--- src/rtl/regfile_read_port.sv ---
// Dual read port for the register file: one-cycle registered operand response with
// valid/ready handshake, same-cycle write bypass and a sticky malformed-write flag.
module regfile_read_port #(
    parameter int DW        = 32,
    parameter int AW        = 5,
    parameter bit ZERO_HARD = 1'b1
) (
    input  logic                    clk,
    input  logic                    reset,
    input  logic [(2**AW)*DW-1:0]   reg_bus,
    input  logic                    wr_en,
    input  logic [(2**AW)-1:0]      wr_onehot,
    input  logic [DW-1:0]           wr_data,
    input  logic                    req_valid,
    output logic                    req_ready,
    input  logic [AW-1:0]           ra,
    input  logic [AW-1:0]           rb,
    output logic                    rsp_valid,
    input  logic                    rsp_ready,
    output logic [DW-1:0]           rsp_a,
    output logic [DW-1:0]           rsp_b,
    input  logic                    err_clear,
    output logic                    onehot_err
);

    localparam int NREG = 2**AW;

    logic [DW-1:0] regs [NREG];
    logic          onehot_ok;
    logic          wr_ok;
    logic          err_set;
    logic          accept;
    logic [DW-1:0] op_a;
    logic [DW-1:0] op_b;

    for (genvar g = 0; g < NREG; g++) begin : g_unpack
        assign regs[g] = reg_bus[g*DW +: DW];
    end

    // wr_onehot is only qualified by wr_en, so undriven select lines are harmless when idle
    assign onehot_ok = (wr_onehot != '0) && ((wr_onehot & (wr_onehot - 1'b1)) == '0);
    assign wr_ok     = wr_en && onehot_ok;
    assign err_set   = wr_en && !onehot_ok;

    assign req_ready = !rsp_valid || rsp_ready;
    assign accept    = req_valid && req_ready;

    always_comb begin
        op_a = regs[ra];
        op_b = regs[rb];
        if (wr_ok && wr_onehot[ra]) op_a = wr_data;
        if (wr_ok && wr_onehot[rb]) op_b = wr_data;
        if (ZERO_HARD && (ra == '0)) op_a = '0;
        if (ZERO_HARD && (rb == '0)) op_b = '0;
    end

    always_ff @(posedge clk) begin
        if (reset) begin
            rsp_valid <= 1'b0;
            rsp_a     <= '0;
            rsp_b     <= '0;
        end else if (accept) begin
            rsp_valid <= 1'b1;
            rsp_a     <= op_a;
            rsp_b     <= op_b;
        end else if (rsp_ready) begin
            rsp_valid <= 1'b0;
        end
    end

    // set has priority over clear so a fault in the clearing cycle is not lost
    always_ff @(posedge clk) begin
        if (reset)          onehot_err <= 1'b0;
        else if (err_set)   onehot_err <= 1'b1;
        else if (err_clear) onehot_err <= 1'b0;
    end

endmodule
--- config.mk ---
export PLATFORM = sky130hd
export DESIGN_NAME = regfile_read_port
export DESIGN_NICKNAME = d
export VERILOG_FILES = /design/src/rtl/regfile_read_port.sv
export SDC_FILE = /design/constraint.sdc
export NUM_CORES = 1
export LEC_CHECK = 0
export ABC_CLOCK_PERIOD_IN_PS = 3500
export BUFFER_PORTS_ARGS = -buffer_cell sky130_fd_sc_hd__buf_2
export CAP_MARGIN = 40
export CORE_AREA = 8 8 449 451
export CTS_CLUSTER_SIZE = 14
export DETAILED_ROUTE_END_ITERATION = 8
export DIE_AREA = 0 0 457 459
export RECOVER_POWER = 25
export SYNTH_ARGS = -nofsm -noshare
export SYNTH_HDL_FRONTEND = slang
export SYNTH_SLANG_ARGS = --single-unit
--- constraint.sdc ---
create_clock -name clk -period 3.5 [get_ports clk]
set_input_delay 0.175 -clock clk [delete_from_list [all_inputs] [get_ports clk]]
set_output_delay 0.175 -clock clk [all_outputs]
set_load 0.02 [all_outputs]
==> Word-level counts from Yosys, hierarchy flattened <==
Cells that the tools add are included.
{ "totals": {"out_inout_bits": 67, "input_bits": 1104, "reg_bits": 66, "wordCells": 45} }
{ "op_classes": {"mux": 18, "n_addsub": 1, "n_bitwise": 3, "order_cmp": 4, "n_reduce_logical": 15} }
{ "op_table": {"columns": ["operator", "count"], "rows": [
  ["32-bit binary-select mux with 5-bit select", 2],
  ["32-bit two-way mux", 8],
  ["32-bit bitwise AND", 1],
  ["32-bit logical NOT", 1],
  ["32-bit nonzero test", 1],
  ["32-bit by 1-bit subtractor with 32-bit output, second input constant", 1],
  ["6-bit greater-or-equal comparator, second input constant", 2],
  ["5-bit by 6-bit < comparator with 1-bit output, second input constant", 2],
  ["5-bit NOT with 6-bit output", 2],
  ["1-bit binary-select mux with 5-bit select", 2],
  ["5-bit logical NOT", 2],
  ["1-bit logical AND", 6],
  ["1-bit two-way mux", 6],
  ["2-bit nonzero test", 2],
  ["1-bit logical NOT", 2],
  ["1-bit logical OR", 1]
]} }

==> Logic depth before layout (Yosys ltp) <==
{ "depth": {"depth_word": 8, "depth_mapped": 11, "depth_no_buf": 7} }

==> Worst setup path before layout <==
Ideal clock, no wire load.
{ "synth_timing": {"path_type": "input-to-reg", "from": "input rb[0]", "to": "register rsp_b[0]", "path_buffers": 4, "arrival_ns": 2.686, "path_stages": 9, "setup_ns": 0.134, "required_ns": 3.366, "setup_slack_ns": 0.680, "cell_sequence": "clkbuf_1 buf_2 buf_2 buf_2 mux4_2 mux4_2 mux2_2 o311ai_1 o211ai_1"} }
{ "synth_between": {"elab_chain_cells": 6, "word_cells_on_any_way": 10, "classes_between": "mux: 7; bitwise: 1; reduce/logical: 2"} }
{ "synth_lines": {"columns": ["item", "line_no", "text"], "rows": [
  ["start, declared", "17", "input logic [AW-1:0] rb,"],
  ["5-bit NOT with 6-bit output (not written as such)", "50", "op_b = regs[rb];"],
  ["32-bit binary-select mux with 5-bit select", "50", null],
  ["32-bit two-way mux (not written as such) (2 in a row)", "50", null],
  ["32-bit two-way mux", "52", "if (wr_ok && wr_onehot[rb]) op_b = wr_data;"],
  ["32-bit two-way mux *", "54", "if (ZERO_HARD && (rb == '0)) op_b = '0;"],
  ["end signal, assigned", "65", "rsp_b <= op_b;"],
  ["end, declared", "21", "output logic [DW-1:0] rsp_b,"]
]} }
Every way passes the cells marked *; elsewhere a longest branch is shown, timed or not. The select of a mux whose other input is x is not followed.
A chain may end at the register's enable or synchronous reset.

==> Final worst setup path <==
{ "layout_timing": {"from": "input rb[1]", "to": "register rsp_b[2]"} }
The elaborated chain is that of the path after synthesis.

==> reports/metrics.csv <==
stage,metric,value,unit
pwr,power.switching,3.01,mW
synth,synth_area_leaders,"mux4_2 73%, dfxtp_1 6.5%, mux2_2 3.6%",
timing,hold_viol,0,
pwr,combPwrFrac,72.3,%
floorplanning,die_w,457,um
placement,io_buffers,1170,
route,wl_per_cell,42.2,um
setup_path,reg2reg_to,rsp_a[11],
timing,worst_pin_slew,0.821,ns
floorplanning,dieArea,210000,um2
timing,setup_slack,0.730,ns
timing,fin_crit_sh,79.1,%
synth,ys.flop_type,dfxtp_1,
floorplanning,fp-row-count,162,
clock_tree,htreeDepth,3,
cells_and_area,nFillCells,21683,
route,drt_wl_total,219000,um
route,num_vias,24786,
timing,fin_crit,2.77,ns
pwr,powerDensity,212,nW/um2
timing,rsz0062_at_grt,no,
synth,synth_nets,2510,
synth,synth_top_family_by_area,multiplexers,
cells_and_area,layout.nets,3630,
synth,ys_async_sr_fraction,0,%
clock_tree,cts_tree,yes,
clock_tree,clkSinkCount,66,
synth,synth-compound-area-share,4.95,%
timing,fin_worst_skew,0.00872,ns
grt,grtUsageTotal,19.7,%
floorplanning,start_util,10.4,%
clock_tree,cts_root_buf,clkbuf_16,
pwr,leakage,11.3,nW
synth,syn_area,20200,um2
clock_tree,post_cts_buffers,0,
synth,synth_largest_area_cell,mux4_2,
setup_path,path_max_fanout,40,
setup_path,r2r_cells,7,
pwr,intPower,3.47,mW
clock_tree,clock_latency,0.36,ns
route,drc,0,
pwr,switching_share,46.5,%
floorplanning,num_io_pins,1171,
grt,grt_pass1_vias,24661,
placement,dp.cells,5057,
synth,synthAdderAreaFrac,0,%
synth,synth_edf_count,0,
clock_tree,ctsLongestPathBuffers,2,
setup_path,startpoint,rb[1],
grt,grt_pass1_wl,272000,um
synth,synth_common_cells,"658 x mux4_2, 137 x clkbuf_1, 99 x nand3_1",
synth,netlist_instances,1406,
cells_and_area,layoutNonFillerInstCount,5189,
timing,relSlewSlack,45.3,%
clock_tree,hold_buffers,0,
synth,synth.avg_cell_area,14.4,um2
synth,synthDistinctLibCells,45,
timing,setup_violations,0,
grt,grt_max_degree,75,
synth,synth_top_area_share,73.3,%
route,ant_nets,0,
setup_path,crit_arrival,2.99,ns
cells_and_area,syn_to_final_growth,50.9,%
placement,finalWeightedCongestion,0.969,
flow_run,maxCapViolations,0,
clock_tree,cts_resized,0,
timing,drv_slew,0,
route,drt-pass1-iter-count,7,
synth,synthMuxAreaShare,77.0,%
synth,synth_most_common_cell,mux4_2,
grt,grt.overflow.total,0,
synth,ys_seq_elements,66,
synth,synth-xor-area-share,0,%
placement,hpwl,197000,um
setup_path,endpoint,rsp_b[2],
min_path,min_path_type,in2reg,
run_status,status,completed,
setup_path,cp-end-kind,flop,
timing,fmax,361,MHz
setup_path,ff2ff_setup_slack,1.41,ns
grt,antenna_found_initial,285,
synth,ys.warnings.count,0,
clock_tree,cts_made_buffers,9,
placement,post-place-ws,0.382,ns
synth,yosysSeqAreaShare,6.53,%
route,vias_per_cell,4.78,
setup_path,start_kind,input pin,
pwr,ir_worst_vdd,0.214,mV
setup_path,worst-setup-path-type,in2reg,
synth,synth-simple-area-share,6.96,%
pwr,clockPowerShare,14.1,%
route,drt-initial-drc-count,3255,
floorplanning,die_h,459,um
cells_and_area,layout-drive-gt1-share,80.5,%
pwr,seq_power_share,13.7,%
floorplanning,core,194000,um2
setup_path,r2r_start,rsp_valid,
setup_path,cp.required,3.72,ns
clock_tree,clkTransAtPathRegs,0.07,ns
state kept, by name, indices dropped and copies added, names as in the netlist:
signal	flops
rsp_a	32
rsp_b	32
rsp_valid	1
onehot_err	1
layout make-up:
class / instances / area (um2) / area share (%)
Sequential cell: 66 / 1320 / 4.33
Antenna cell: 116 / 290 / 0.951
Timing Repair Buffer: 1318 / 7380 / 24.2
Tap cell: 2542 / 3180 / 10.4
Inverter: 6 / 27.5 / 0.0902
Clock inverter: 7 / 53.8 / 0.176
Clock buffer: 9 / 225 / 0.738
Multi-Input combinational cell: 1125 / 18100 / 59.1
cell usage in the layout, fill, tap and decap left out, types with 32 or more instances in the layout:
cell type / n
and3_1: 34
buf_2: 1130
buf_4: 118
clkbuf_1: 32
dfxtp_1: 66
diode_2: 116
mux2_2: 64
mux4_2: 658
nand2_1: 71
nand3_1: 99
o311ai_1: 48
per-stage QoR:
stage	hold slack (ns)	power (mW)	TNS [ns]	util, %	area [um2]
after floorplan	0.244	3.07	0	-	20200
after detailed placement	0.413	5.61	0	15.5	30000
final	0.0396	6.48	0	15.7	30500
after CTS	0.0244	6.53	0	15.6	30300
after global placement	0.407	5.57	-1.57	15.4	30000
after global routing	0.0358	6.71	0	15.6	30300
cells by family after synthesis:
group	Yosys count
mux	726
simple gates	271
buf+inv	215
compound gates	128
flops	66
per-layer routing:
metal	wire length [um]	track usage [%]	share of wire, %	vias up
met2	95700	30.4	44	2243
met5	1150	0	0.52	-
met3	29600	10.0	14	581
met1	84300	23.8	38	12793
li1	-	-	-	8993
met4	8430	6.10	3.8	176
worst min path at each step:
| stage | to | cells past startpoint | startpoint | slack [ns] |
|---|---|---|---|---|
| after floorplan | onehot_err | 1 | reset | 0.24 |
| after global placement | onehot_err | 2 | reset | 0.41 |
| after detailed placement | onehot_err | 2 | reset | 0.41 |
| after CTS | onehot_err | 2 | reset | 0.02 |
| after global routing | rsp_valid | 2 | reset | 0.04 |
| final | rsp_valid | 2 | reset | 0.04 |
critical path, cell delays in order:
cell and delay (ns):
buf_8 0.44, buf_12 0.30, buf_4 0.26, buf_4 0.15, mux4_2 0.36, mux4_2 0.46
mux2_2 0.35, o311ai_1 0.13, o211ai_1 0.14
power by group through the flow:
stage	logic, mW	clock network [mW]	registers, mW
2_1_floorplan	2.09	0	0.973
3_3_place_gp	4.67	0	0.898
3_5_place_dp	4.71	0	0.901
4_1_cts	4.73	0.917	0.884
5_1_grt	4.88	0.940	0.892
6_report	4.68	0.910	0.887
Power figures use the tool's default switching activity.
